[config.mk]
export PLATFORM = sky130hd
export DESIGN_NAME = vga_sync_gen
export DESIGN_NICKNAME = d
export VERILOG_FILES = /design/src/rtl/vga_timing_pkg.sv /design/src/rtl/vga_axis_counter.sv /design/src/rtl/vga_sync_gen.sv
export SDC_FILE = /design/constraint.sdc
export NUM_CORES = 1
export LEC_CHECK = 0
export BUFFER_PORTS_ARGS = -buffer_cell sky130_fd_sc_hd__buf_2
export CAP_MARGIN = 10
export CELL_PAD_IN_SITES_DETAIL_PLACEMENT = 2
export CELL_PAD_IN_SITES_GLOBAL_PLACEMENT = 2
export CORE_MARGIN = 10
export CORE_UTILIZATION = 35
export CTS_CLUSTER_DIAMETER = 30
export CTS_CLUSTER_SIZE = 12
export DETAILED_ROUTE_END_ITERATION = 10
export HOLD_SLACK_MARGIN = 0.08
export PLACE_DENSITY_LB_ADDON = 0.15
export SYNTH_ARGS = -nofsm -noshare
export SYNTH_HDL_FRONTEND = slang
export SYNTH_HIERARCHICAL = 1
export SYNTH_SLANG_ARGS = --single-unit
[constraint.sdc]
create_clock -name clk -period 4.45 [get_ports clk]
set_input_delay 0.445 -clock clk [delete_from_list [all_inputs] [get_ports clk]]
set_output_delay 0.445 -clock clk [all_outputs]
set_load 0.005 [all_outputs]
[src/rtl/vga_timing_pkg.sv]
// vga_timing_pkg: shared raster timing constants and counter width for the VGA sync generator.
package vga_timing_pkg;

    localparam int CNT_W   = 11;
    localparam int CNT_MAX = 2048;

    function automatic int axis_total(int vis, int fp, int sync, int bp);
        return vis + fp + sync + bp;
    endfunction

    localparam int XGA_H_VISIBLE = 1024;
    localparam int XGA_H_FP      = 24;
    localparam int XGA_H_SYNC    = 136;
    localparam int XGA_H_BP      = 160;
    localparam int XGA_V_VISIBLE = 768;
    localparam int XGA_V_FP      = 3;
    localparam int XGA_V_SYNC    = 6;
    localparam int XGA_V_BP      = 29;
    localparam int XGA_H_TOTAL   = axis_total(XGA_H_VISIBLE, XGA_H_FP, XGA_H_SYNC, XGA_H_BP);
    localparam int XGA_V_TOTAL   = axis_total(XGA_V_VISIBLE, XGA_V_FP, XGA_V_SYNC, XGA_V_BP);
    localparam int XGA_HS_START  = XGA_H_VISIBLE + XGA_H_FP;
    localparam int XGA_HS_END    = XGA_HS_START + XGA_H_SYNC;
    localparam int XGA_VS_START  = XGA_V_VISIBLE + XGA_V_FP;
    localparam int XGA_VS_END    = XGA_VS_START + XGA_V_SYNC;

    localparam int VGA_H_VISIBLE = 640;
    localparam int VGA_H_FP      = 16;
    localparam int VGA_H_SYNC    = 96;
    localparam int VGA_H_BP      = 48;
    localparam int VGA_V_VISIBLE = 480;
    localparam int VGA_V_FP      = 10;
    localparam int VGA_V_SYNC    = 2;
    localparam int VGA_V_BP      = 33;
    localparam int VGA_H_TOTAL   = axis_total(VGA_H_VISIBLE, VGA_H_FP, VGA_H_SYNC, VGA_H_BP);
    localparam int VGA_V_TOTAL   = axis_total(VGA_V_VISIBLE, VGA_V_FP, VGA_V_SYNC, VGA_V_BP);

endpackage

[src/rtl/vga_axis_counter.sv]
// vga_axis_counter: wrapping raster axis counter; flags describe the count it will hold after the next edge.
module vga_axis_counter
    import vga_timing_pkg::*;
#(
    parameter int VIS  = XGA_H_VISIBLE,
    parameter int FP   = XGA_H_FP,
    parameter int SYNC = XGA_H_SYNC,
    parameter int BP   = XGA_H_BP
) (
    input  logic             clk,
    input  logic             rst_n,
    input  logic             clear,
    input  logic             tick,
    output logic [CNT_W-1:0] cnt,
    output logic             wrap,
    output logic             vis_nxt,
    output logic             sync_nxt
);

    localparam logic [CNT_W-1:0] LAST   = CNT_W'(axis_total(VIS, FP, SYNC, BP) - 1);
    localparam logic [CNT_W-1:0] VIS_C  = CNT_W'(VIS);
    localparam logic [CNT_W-1:0] SYNC_S = CNT_W'(VIS + FP);
    localparam logic [CNT_W-1:0] SYNC_E = CNT_W'(VIS + FP + SYNC);

    logic [CNT_W-1:0] nxt;

    always_comb begin
        wrap     = tick && cnt == LAST;
        nxt      = (clear || wrap) ? '0 : tick ? cnt + CNT_W'(1) : cnt;
        vis_nxt  = nxt < VIS_C;
        sync_nxt = nxt >= SYNC_S && nxt < SYNC_E;
    end

    always_ff @(posedge clk or negedge rst_n) begin
        if (!rst_n) cnt <= '0;
        else        cnt <= nxt;
    end

endmodule

[src/rtl/vga_sync_gen.sv]
// vga_sync_gen: raster timing generator (hsync/vsync, visible, pixel coordinates, line/frame strobes).
// Optional frame counter built when VGA_SYNC_GEN_FRAME_CNT_EN is defined.
module vga_sync_gen
    import vga_timing_pkg::*;
#(
    parameter int H_VISIBLE = XGA_H_VISIBLE,
    parameter int H_FP      = XGA_H_FP,
    parameter int H_SYNC    = XGA_H_SYNC,
    parameter int H_BP      = XGA_H_BP,
    parameter int V_VISIBLE = XGA_V_VISIBLE,
    parameter int V_FP      = XGA_V_FP,
    parameter int V_SYNC    = XGA_V_SYNC,
    parameter int V_BP      = XGA_V_BP
) (
    input  logic        clk,
    input  logic        rst_n,
    input  logic        enable,
    input  logic        polarity,
    output logic        hsync,
    output logic        vsync,
    output logic        visible,
    output logic [10:0] pix_x,
    output logic [10:0] pix_y,
    output logic        line_start,
    output logic        frame_start,
    output logic [7:0]  frame_cnt
);

    if (axis_total(H_VISIBLE, H_FP, H_SYNC, H_BP) > CNT_MAX ||
        axis_total(V_VISIBLE, V_FP, V_SYNC, V_BP) > CNT_MAX) begin : g_bad_total
        $error("vga_sync_gen: raster total exceeds 11-bit counter range");
    end

    logic running, clear, h_wrap, v_wrap, h_vis, v_vis, h_sync, v_sync;

    // A stopped or just-restarted raster is forced to the origin so restart is frame-aligned.
    assign clear = !enable || !running;

    vga_axis_counter #(.VIS(H_VISIBLE), .FP(H_FP), .SYNC(H_SYNC), .BP(H_BP)) u_h (
        .clk      (clk),
        .rst_n    (rst_n),
        .clear    (clear),
        .tick     (1'b1),
        .cnt      (pix_x),
        .wrap     (h_wrap),
        .vis_nxt  (h_vis),
        .sync_nxt (h_sync)
    );

    vga_axis_counter #(.VIS(V_VISIBLE), .FP(V_FP), .SYNC(V_SYNC), .BP(V_BP)) u_v (
        .clk      (clk),
        .rst_n    (rst_n),
        .clear    (clear),
        .tick     (h_wrap),
        .cnt      (pix_y),
        .wrap     (v_wrap),
        .vis_nxt  (v_vis),
        .sync_nxt (v_sync)
    );

    always_ff @(posedge clk or negedge rst_n) begin
        if (!rst_n) begin
            running     <= 1'b0;
            visible     <= 1'b0;
            hsync       <= 1'b0;
            vsync       <= 1'b0;
            line_start  <= 1'b0;
            frame_start <= 1'b0;
        end else begin
            running     <= enable;
            visible     <= enable && h_vis && v_vis;
            hsync       <= (enable && h_sync) ? polarity : ~polarity;
            vsync       <= (enable && v_sync) ? polarity : ~polarity;
            line_start  <= enable && (!running || h_wrap);
            frame_start <= enable && (!running || v_wrap);
        end
    end

`ifdef VGA_SYNC_GEN_FRAME_CNT_EN
    // Counts completed frames only, so the first frame after a (re)start does not advance it.
    always_ff @(posedge clk or negedge rst_n) begin
        if (!rst_n)                          frame_cnt <= '0;
        else if (enable && running && v_wrap) frame_cnt <= frame_cnt + 8'd1;
    end
`else
    assign frame_cnt = 8'h00;
`endif

endmodule
# == After elaboration in Yosys (flattened, before gate mapping) ==
# Index checks and enable logic that the tools add are counted.
# classes
add_sub_neg,2
mux,5
bitwise,1
n_lt_le_gt_ge,6
n_reduce_logical,16
n_eq_ne,2
# ops
operator,count
$mux 11,3
$add 11x1->11 const B,2
$lt 11x10->1 const B,2
$lt 11x11->1 const B,2
$eq 11x10->1 const B,1
$eq 11x11->1 const B,1
$ge 11x10->1 const B,1
$ge 11x11->1 const B,1
$logic_and 1x1->1,9
$logic_or 1x1->1,5
$logic_not 1->1,2
$mux 1,2
$not 1->1,1
# totals
wordCells,40
ff_bits,28
input_bits,4

# == Longest topological paths before layout ==
# Gate-level depths: netlist (run 1).
# depth
depth_word,8
ltp_mapped,13
mapped_depth_nobuf,11

# == By module ==
# Netlist (run 1), hierarchy kept.
# modules_own_cells
mod,cells_each,instances,area_each_um2
vga_axis_counter at u_v,93,1,828.3
vga_axis_counter at u_h,82,1,754.5
vga_sync_gen,26,1,276.5

# == Worst setup path after synthesis (run 1) ==
# OpenSTA, ideal clock, no wires.
# synth_timing
path_kind,flip-flop to flip-flop
start,reg u_h.cnt[1]
end,reg vsync
period_less_slack_ns,2.929
setup_ns,0.121
arrival_time_ns,2.807
path_stages_with_launch,14
slack_ns,1.521
required_time_ns,4.329
cell_sequence,dfrtp_1 > ha_1 > buf_2 > nand4_1 > or2_2 > nor3_1 > buf_2 > nand4_1 > nor2_1 > a22oi_1 > a211o_1 > nor4_1 > nand2_1 > xor2_1
# synth_between
elab_chain_cells,8
elab_cells_between_ends,10
cone_classes,2 x order compare; 1 x eq/ne; 3 x mux; 4 x reduce/logical
# synth_lines
element,line_no,text
"start, declared",vga_axis_counter.sv:14,"output logic [CNT_W-1:0] cnt,"
"start signal, assigned",vga_axis_counter.sv:36,else cnt <= nxt;
$eq 11x11->1 *,vga_axis_counter.sv:28,wrap = tick && cnt == LAST;
named net h_wrap,vga_sync_gen.sv:34,"logic running, clear, h_wrap, v_wrap, h_vis, v_vis, h_sync, v_sync;"
$logic_and 1x1->1,vga_axis_counter.sv:28,
$logic_or 1x1->1,vga_axis_counter.sv:29,nxt = (clear || wrap) ? '0 : tick ? cnt + CNT_W'(1) : cnt;
$mux 11 *,vga_axis_counter.sv:29,
$ge 11x10->1 / $lt 11x10->1 (equally long branches),vga_axis_counter.sv:31,sync_nxt = nxt >= SYNC_S && nxt < SYNC_E;
$logic_and 1x1->1 *,vga_axis_counter.sv:31,
named net v_sync,vga_sync_gen.sv:34,
$logic_and 1x1->1 *,vga_sync_gen.sv:73,vsync <= (enable && v_sync) ? polarity : ~polarity;
$mux 1 *,vga_sync_gen.sv:73,
"end signal, assigned",vga_sync_gen.sv:73,
"end, declared",vga_sync_gen.sv:20,"output logic vsync,"
# Mark *: on every way through the listed nets, which the timed path passes. The rest lies on a longest branch.

# == Final worst setup path (run 1) ==
# layout_timing
start,reg u_h.cnt[0]
end,reg vsync
# Same word-level chain as after synthesis.

==> results.sh, run 1 <==
export IMPL_fp_dieArea_um2=8630
export IMPL_hpwl_mm=4.20
export IMPL_grt_pass1_wl_mm=9.21
export IMPL_grt_use_total=0.131
export IMPL_ys_flop_type="dfrtp_1"
export IMPL_clock_sinks=28
export IMPL_maxCapViolCount=0
export IMPL_max_vdd_ir_drop_mv=0.109
export IMPL_worst_path_max_fanout=11
export IMPL_grt_max_degree=29
export IMPL_vias_per_cell=5.07
export IMPL_ys_warn_count=6
export IMPL_synth_area_um2=1860
export IMPL_finalSetupTns_ps=0
export IMPL_final_cell_mix="30 x buf_2, 28 x dfrtp_1, 19 x nor2_1"
export IMPL_finalClockSkew_ps=2.94
export IMPL_startpoint_type="flop"
export IMPL_path_delay_family="simple AND/OR/NAND/NOR gates"
export IMPL_wire_per_inst_um=18.3
export IMPL_die_h_um=92.9
export IMPL_max_stage_delay_ps=510
export IMPL_drtIter0Drc=66
export IMPL_overflow=0
export IMPL_yosysTopAreaCell="dfrtp_1"
export IMPL_wl_met3_um=272
export IMPL_crit_start="u_h/cnt[0]"
export IMPL_power_uw=449
export IMPL_rsz0062_at_grt="no"
export IMPL_min_period_over_period=0.744
export IMPL_avgSynthCellArea_um2=9.25
export IMPL_worst_pin_slew_ps=647
export IMPL_num_io_pins=39
export IMPL_timing_critical_path_arrival_ps=3480
export IMPL_crit_chain="ha_1 -> nand4_1 -> or2_2 -> nor3_1 -> buf_4 -> nand4_1 -> nor3_1 -> xnor2_1 -> o21ai_0 -> nor4_1 -> nand2_1 -> xor2_1"
export IMPL_drt_drc_violations_left=0
export IMPL_rows=26
export IMPL_ant_nets=0
export IMPL_antenna_cells=0
export IMPL_netlist_instances=201
export IMPL_vias=1510
export IMPL_synthArstFlopShare=1.00
export IMPL_grt_pass1_vias=1685
export IMPL_globalplace_congestion=0.861
export IMPL_core_area_um2=5140
export IMPL_clk_path_buf_depth=2
export IMPL_slowest_stage="dfrtp_1"
export IMPL_wl_met2_mm=2.70
export IMPL_yosysSeqAreaShare=0.377
export IMPL_synth_cell_type_count=51
export IMPL_io_buffers=30
export IMPL_crit_path_end_kind="flop"
export IMPL_setup_viol=0
export IMPL_multi_input_area_um2=1010
export IMPL_met1_length_mm=2.45
export IMPL_fmax_mhz=302
export IMPL_synth_edf_count=0
export IMPL_cts_tree="done"
export IMPL_crit_type="flop to flop"
export IMPL_postCtsSetupBuffers=0
export IMPL_ys_ff_latch=28
export IMPL_clkTransAtPathRegs_ps=100
export IMPL_cts_root_buffer="clkbuf_8"
export IMPL_r2r_start="u_h/cnt[0]"
export IMPL_hold_viol_final=0
export IMPL_routed_wirelength_mm=5.45
export IMPL_drive_gt1_frac=0.250
export IMPL_seq_area_um2=701
export IMPL_outcome="finished clean"
export IMPL_start_util=0.362
export IMPL_firstDrtPassIters=3
export IMPL_ctsResizeCount=0
export IMPL_cp_required_ps=4620
export IMPL_total_leakage_power_nw=0.883
export IMPL_slew_viol_final=0
export IMPL_slew_headroom=0.569
export IMPL_area_growth_pct=10.2
export IMPL_power_density_nw_per_um2=219
export IMPL_top_layer="met4"
export IMPL_finalNetCount=236
export IMPL_worstSkewPairLatency_ps=270
export IMPL_cts_made_buffers=3
export IMPL_r2r_setup_slack_ps=1140
export IMPL_nFillCells=621
export IMPL_die_x_um=92.9
export IMPL_hold_class="input pin to async pin"
export IMPL_hold_buffers=0
export IMPL_ys_top_cells_by_area="dfrtp_1 38%, xor2_1 6.6%, xnor2_1 5.2%"
export IMPL_antenna_found_initial=0
export IMPL_cp_num_buf_inv=1
export IMPL_min_period_ps=3310
export IMPL_yosysTopAreaCellShare=0.377
export IMPL_htreeDepth=1
export IMPL_final_common_cell="buf_2"
cells by family (layout without fill, tap and decap cells):
kind of cell,Yosys count,count (layout),synth area share
AND/OR/NAND/NOR,85,85,0.260
buffers and inverters,29,44,0.104
flip-flops,28,28,0.377
AO/OA/AOI/OAI,27,27,0.105
XOR/XNOR,25,25,0.118
adder cells (fa/ha/maj),3,3,0.0202
other,2,14,0.00404
multiplexers,2,2,0.0114
per-layer routing:
layer / track usage / vias to the layer above
li1: - / 720
met1: 0.165 / 762
met2: 0.218 / 26
met3: 0.0331 / 2
met4: 0.0296 / 0
met5: 0 / -
through the flow:
step                      cell area [µm²]  hold slack, ps  cells  utilization  setup slack, ps
final                                2050             179    298        0.398             1140
after global routing                 2050             213    298        0.398              741
after CTS                            2050             207    298        0.398             1140
after detailed placement             1990             509    294        0.388             1190
after global placement               1990             454    294        0.388             1330
after floorplan                      1900             149    213            -             1520
synthesized netlist by cell type (2+ instances only):
cell type and number:
a211o_1 2, a21boi_1 2, a21oi_1 4, a31oi_1 2, and3_1 2, buf_2 4
buf_4 11, buf_6 3, clkbuf_1 2, conb_1 2, dfrtp_1 28, ha_1 3
inv_1 8, nand2_1 15, nand3_1 4, nand3b_1 2, nand4_1 8, nand4b_1 3
nor2_1 19, nor2_2 11, nor3_1 7, o21ai_0 5, o22ai_1 2, or2_1 2
xnor2_1 11, xor2_1 14
sequential cells by signal (all words and copies together) (netlist names):
signal and count:
u_v/cnt 11, frame_start 1, hsync 1, u_h/cnt 11, vsync 1, line_start 1
running 1, visible 1
report_power, final:
part,leakage (nW),switching (mW),internal (mW),total (mW)
clock network,0.0288,0.0847,0.0793,0.164
logic,0.475,0.0178,0.00749,0.0252
registers,0.379,0.00251,0.258,0.260
worst reg2reg max path: stages, from the launching register on:
cell and delay, ps:
dfrtp_1 510, ha_1 390, nand4_1 160, or2_2 320
nor3_1 190, buf_4 210, nand4_1 260, nor3_1 330
xnor2_1 220, o21ai_0 180, nor4_1 200, nand2_1 100
xor2_1 150
final cells by class:
| type | instances | share of cell area |
|---|---|---|
| clock buffers | 4 | 0.0269 |
| repair buffers | 32 | 0.0806 |
| multi-input cells | 156 | 0.493 |
| well taps | 70 | 0.0428 |
| flip-flops and latches | 28 | 0.342 |
| inverters | 8 | 0.0147 |
path summary, 6_finish.rpt:
path,cells past startpoint,endpoint
hold reg to reg,1,frame_start
setup / recovery,12,vsync
min in group clk,1,running
setup reg to reg,12,vsync
max in group asynchronous,1,u_h/cnt[1]
hold / removal,1,u_v/cnt[4]
(Power assumes the default switching activity.)
==> run 2: changes to the inputs <==
CORE_UTILIZATION = 30   (was 35)
clock period = 2.85 ns   (was 4.45 ns; I/O delays follow)
==> run 2 against run 1 <==
Net effect: cell area increased by 7.0%; critical path depth unchanged; clock skew increased by 1.0 ps; wire length increased by 1.3%; non-clock buffer count increased by 15; sequential power increased by 55%; clock-buffer cell count unchanged; flip-flop and latch count unchanged; register-to-register slack got worse by 1000 ps; die area increased by 13%; clock power increased by 58%; global-route usage decreased by 2.0 points.
==> results.sh, run 2 (synthesis results as in run 1) <==
export IMPL_min_period_over_period=0.951
export IMPL_start_util=0.312
export IMPL_post_place_ws_ps=21.5
export IMPL_hold_viol_final=0
export IMPL_routed_wirelength_mm=5.52
export IMPL_worst_pin_slew_ps=703
export IMPL_fp_dieArea_um2=9750
export IMPL_startpoint_type="flop"
export IMPL_finalClockSkew_ps=3.94
export IMPL_reg_top3="u_h/cnt x11, u_v/cnt x11"
export IMPL_drtIter0Drc=23
export IMPL_rows=28
export IMPL_hold_class="input pin to flop"
export IMPL_die_h_um=98.7
export IMPL_p_int_uw=541
export IMPL_crit_type="flop to flop"
export IMPL_setup_viol=0
export IMPL_globalplace_congestion=0.765
export IMPL_antenna_found_initial=0
export IMPL_drt_drc_violations_left=0
export IMPL_finalSetupTns_ps=0
export IMPL_dpl_cell_count=309
export IMPL_pwr_share_comb=0.065
export IMPL_maxCapViolCount=0
export IMPL_power_frac_seq=0.570
export IMPL_cts_made_buffers=3
export IMPL_fin_cells=318
export IMPL_p_sw_frac=0.237
export IMPL_grt_max_degree=29
export IMPL_max_vdd_ir_drop_mv=0.197
export IMPL_crit_path_end_kind="flop"
export IMPL_drive_gt1_frac=0.305
export IMPL_grt_pass1_vias=1740
export IMPL_htreeDepth=1
export IMPL_layout_setup_ws_ps=140
export IMPL_worstSkewPairLatency_ps=280
export IMPL_power_density_nw_per_um2=323
export IMPL_hpwl_mm=4.16
export IMPL_vias=1591
export IMPL_hold_ws_ps=184
export IMPL_min_period_ps=2710
export IMPL_outcome="finished clean"
export IMPL_wire_per_inst_um=17.4
export IMPL_firstDrtPassIters=4
export IMPL_worst_path_max_fanout=3
export IMPL_num_io_pins=39
export IMPL_area_growth_pct=17.9
export IMPL_slew_headroom=0.526
export IMPL_timing_critical_path_arrival_ps=2890
export IMPL_core_area_um2=5960
export IMPL_clkTransAtPathRegs_ps=110
export IMPL_finalNetCount=251
export IMPL_ant_nets=0
export IMPL_slew_viol_final=0
export IMPL_final_common_cell="buf_2"
export IMPL_utilization=0.368
export IMPL_grt_use_total=0.111
export IMPL_die_x_um=98.7
export IMPL_final_cell_mix="30 x buf_2, 27 x dfrtp_1, 19 x nor2_1"
export IMPL_clock_sinks=28
export IMPL_total_leakage_power_nw=0.956
export IMPL_overflow=0
export IMPL_vias_per_cell=5.00
export IMPL_pwr_share_clk=0.365
export IMPL_io_buffers=30
export IMPL_p_switching_uw=168
export IMPL_antenna_cells=0
export IMPL_fmax_mhz=369
export IMPL_clk_path_buf_depth=2
export IMPL_cts_root_buffer="clkbuf_8"
export IMPL_grt_pass1_wl_mm=9.05
export IMPL_cts_tree="done"
export IMPL_cp_required_ps=3030
==> run 2: cell count changes in the layout (fill, tap and decap cells not counted), sizes merged <==
cell | before | now
dlygate4sd3 | 0 | 1
buf | 32 | 46
==> run 2: final cells by class <==
cell class | count | area, µm²
clock buffer | 4 | 55.1
fill | 695 | 3760
inverter | 8 | 30.0
multi-input combinational | 156 | 1030
sequential | 28 | 702
tap | 75 | 93.8
timing repair buffer | 47 | 284
==> run 2: worst paths after layout <==
check,depth (start not counted),end,slack [ps],from
setup / recovery,12,vsync,140,u_h/cnt[1]
hold / removal,1,running,180,enable
min in group asynchronous,2,u_v/cnt[5],580,rst_n
max in group asynchronous,2,u_h/cnt[1],1790,rst_n
setup reg to reg,12,vsync,140,u_h/cnt[1]
hold reg to reg,1,frame_start,480,running
==> run 2: worst max-delay path, cell delays in order (launching register included) <==
cell and delay, ps:
dfrtp_2 380, ha_1 160, nand4_1 130, or2_2 340, nor3_4 240, nand4_1 200, buf_4 200, nor2_1 80
a22oi_1 90, a211o_1 280, nor4_2 250, nand2_1 100, xor2_1 150
==> run 2: power groups by stage <==
stage / clock network, mW / registers [mW] / logic, mW
6_report: 0.259 / 0.404 / 0.0461
5_1_grt: 0.290 / 0.405 / 0.0532
4_1_cts: 0.273 / 0.404 / 0.0473
3_5_place_dp: 0 / 0.412 / 0.0461
3_3_place_gp: 0 / 0.412 / 0.0455
2_1_floorplan: 0 / 0.413 / 0.0312
==> run 2: repair_timing <==
| item | 4_1_cts | 5_1_grt |
|---|---|---|
| hold endpoints to repair | 28 | 0 |
| cloned | 0 | 0 |
| setup buffers | 2 | 2 |
| pin swaps | 0 | 1 |
| hold buffers | 1 | 0 |
| endpoints found under the setup margin | 1 | 2 |
| gates resized for setup | 0 | 4 |
==> run 2: stage by stage <==
| stage | instance area [µm²] | total power [mW] |
|---|---|---|
| 3_3_place_gp | 2080 | 0.457 |
| 2_1_floorplan | 1910 | 0.444 |
| 5_1_grt | 2190 | 0.748 |
| 3_5_place_dp | 2080 | 0.458 |
| 4_1_cts | 2160 | 0.725 |
| 6_report | 2190 | 0.709 |
==> run 2: per-layer routing <==
layer	GRT usage	wire length, µm	vias to the layer above	part of all wire
met5	0	0	-	0
met4	0.0198	17	0	0.0031
met3	0.0251	204	2	0.037
met2	0.207	3030	21	0.55
met1	0.125	2270	822	0.41
li1	-	-	746	-
==> run 3: changes to the inputs <==
CORE_UTILIZATION = 29   (was 30)
SYNTH_HIERARCHICAL = not set   (was 1)
==> run 3 against run 2 <==
Net effect: clock-buffer cell count is 1 lower; flip-flop and latch count stayed put; cell area is 7.0% lower; die area is 1.1% lower; non-clock buffer count is 9 lower; synthesized cell count is 1.5% lower; sequential power hardly changed; worst hold slack better by 3.7 ps; largest power group unchanged.
==> results.sh, run 3 <==
export IMPL_cp_num_buf_inv=0
export IMPL_io_buffers=30
export IMPL_cpMostUsedCell="nand4_1"
export IMPL_crit_type="flop to flop"
export IMPL_ant_nets=0
export IMPL_routed_wirelength_mm=5.46
export IMPL_grt_max_degree=29
export IMPL_max_vdd_ir_drop_mv=0.204
export IMPL_finalNetCount=236
export IMPL_hold_path_cell_count=1
export IMPL_wl_met3_um=237
export IMPL_synth_cell_type_count=44
export IMPL_slowest_stage="and4_1"
export IMPL_total_leakage_power_nw=0.946
export IMPL_ys_ff_latch=28
export IMPL_drive_gt1_frac=0.206
export IMPL_wl_met2_mm=2.52
export IMPL_timing_critical_path_arrival_ps=2730
export IMPL_worstSkewPairLatency_ps=280
export IMPL_maxCapViolCount=0
export IMPL_path_delay_family="simple AND/OR/NAND/NOR gates"
export IMPL_dpl_cell_count=298
export IMPL_fmax_mhz=395
export IMPL_vias_per_cell=5.13
export IMPL_top_layer="met4"
export IMPL_wire_per_inst_um=18.0
export IMPL_grt_pass1_vias=1678
export IMPL_cts_tree="done"
export IMPL_die_x_um=98.2
export IMPL_die_h_um=98.2
export IMPL_rsz0062_at_grt="no"
export IMPL_netlist_instances=198
export IMPL_outcome="finished clean"
export IMPL_finalSetupTns_ps=0
export IMPL_rr_worst_depth=7
export IMPL_synth_edf_count=0
export IMPL_globalplace_congestion=0.771
export IMPL_layout_setup_ws_ps=318
export IMPL_clock_sinks=28
export IMPL_clkTransAtPathRegs_ps=100
export IMPL_yosysMostFrequentCell="nor2_1"
export IMPL_cts_root_buffer="clkbuf_8"
export IMPL_worst_pin_slew_ps=669
export IMPL_worst_path_max_fanout=17
export IMPL_max_stage_delay_ps=640
export IMPL_power_density_nw_per_um2=374
export IMPL_synthArstFlopShare=1.00
export IMPL_antenna_found_initial=0
export IMPL_area_growth_pct=15.0
export IMPL_crit_path_end_kind="flop"
export IMPL_cts_made_buffers=3
export IMPL_startpoint_type="flop"
export IMPL_htreeDepth=1
export IMPL_yosysTopAreaCellShare=0.395
export IMPL_antenna_cells=0
export IMPL_yosysTopAreaCell="dfrtp_1"
export IMPL_worstHoldStart="enable"
export IMPL_slew_headroom=0.554
export IMPL_hold_class="input pin to flop"
export IMPL_min_period_over_period=0.889
export IMPL_slew_viol_final=0
export IMPL_setup_viol=0
export IMPL_final_cell_mix="30 x nor2_1, 30 x buf_2, 28 x dfrtp_1"
export IMPL_reg_top3="u_h.cnt x11, u_v.cnt x11"
export IMPL_vias=1554
export IMPL_grt_pass1_wl_mm=9.32
export IMPL_ys_warn_count=0
export IMPL_r2r_setup_slack_ps=320
export IMPL_rr_endpoint="vsync"
export IMPL_firstDrtPassIters=4
export IMPL_met1_length_mm=2.68
export IMPL_core_area_um2=5920
export IMPL_clk_path_buf_depth=2
export IMPL_drt_drc_violations_left=0
export IMPL_overflow=0
export IMPL_hold_viol_final=0
export IMPL_post_place_ws_ps=364
export IMPL_fin_cells=303
export IMPL_yosysSeqAreaShare=0.395
export IMPL_r2r_start="u_h.cnt[5]"
export IMPL_fp_dieArea_um2=9640
export IMPL_min_to="running"
export IMPL_finalClockSkew_ps=6.95
export IMPL_synthTopCellsByCount="30 x nor2_1, 28 x dfrtp_1, 15 x nand2_1, 15 x xor2_1, 13 x nand4_1"
export IMPL_rows=28
export IMPL_postCtsSetupBuffers=0
export IMPL_num_io_pins=39
export IMPL_grt_use_total=0.113
export IMPL_ys_top_cells_by_area="dfrtp_1 40%, xor2_1 7.4%, nor2_1 6.4%"
export IMPL_hpwl_mm=4.30
export IMPL_min_period_ps=2530
export IMPL_avgSynthCellArea_um2=8.95
export IMPL_power_uw=762
export IMPL_cp_required_ps=3040
export IMPL_drtIter0Drc=92
export IMPL_ys_flop_type="dfrtp_1"
export IMPL_start_util=0.299
export IMPL_crit_chain="and4_4 -> and4_1 -> nand4_1 -> xor2_1 -> nand4_1 -> a211oi_2 -> xnor2_1"
export IMPL_synth_area_um2=1770
[run 3: what timing repair did]
item,in CTS,in global routing
resized for setup,0,0
hold buffers,1,0
endpoints found under the hold margin,28,0
[run 3: cell families (layout without fill, tap and decap cells)]
logic type / count (synthesis) / count (layout) / share of synthesized area
xor+xnor: 24 / 24 / 0.119
mux: 1 / 1 / 0.00636
buf+inv: 22 / 45 / 0.0840
simple gates: 97 / 97 / 0.286
flops: 28 / 28 / 0.395
compound gates: 22 / 22 / 0.0862
other cells: 1 / 8 / 0.00212
fa+ha+maj: 3 / 3 / 0.0212
[run 3: worst max path at each step]
| stage | from | end | depth (start not counted) |
|---|---|---|---|
| 2_1_floorplan | u_h.cnt[0] | vsync | 9 |
| 3_3_place_gp | u_h.cnt[5] | vsync | 7 |
| 3_5_place_dp | u_h.cnt[5] | vsync | 7 |
| 4_1_cts | u_h.cnt[5] | vsync | 7 |
| 5_1_grt | u_h.cnt[5] | vsync | 7 |
| 6_report | u_h.cnt[5] | vsync | 7 |
[run 3: layout make-up]
class / instances / area (µm²)
Tap cell: 75 / 93.8
Timing Repair Buffer: 38 / 213
Sequential cell: 28 / 701
Clock inverter: 1 / 30.0
Inverter: 3 / 11.3
Clock buffer: 3 / 41.3
Fill cell: 677 / 3880
Multi-Input combinational cell: 155 / 948
[run 3: where the power goes]
| part | leakage, nW | switching (mW) | internal (mW) |
|---|---|---|---|
| clock network | 0.0357 | 0.130 | 0.188 |
| registers | 0.379 | 0.00420 | 0.403 |
| logic | 0.532 | 0.0255 | 0.0114 |
| total | 0.946 | 0.160 | 0.602 |
[run 3: routing by layer]
| metal | global-route usage | up-vias |
|---|---|---|
| met5 | 0 | - |
| li1 | - | 730 |
| met1 | 0.153 | 787 |
| met3 | 0.0282 | 4 |
| met4 | 0.0165 | 0 |
| met2 | 0.179 | 33 |
[run 3: metrics by stage]
stage,area [µm²],util,hold slack [ps]
floorplan,1800,-,-10.6
global placement,1960,0.331,338
detailed placement,1960,0.331,345
CTS,2040,0.344,179
global route,2040,0.344,181
finish,2040,0.344,188
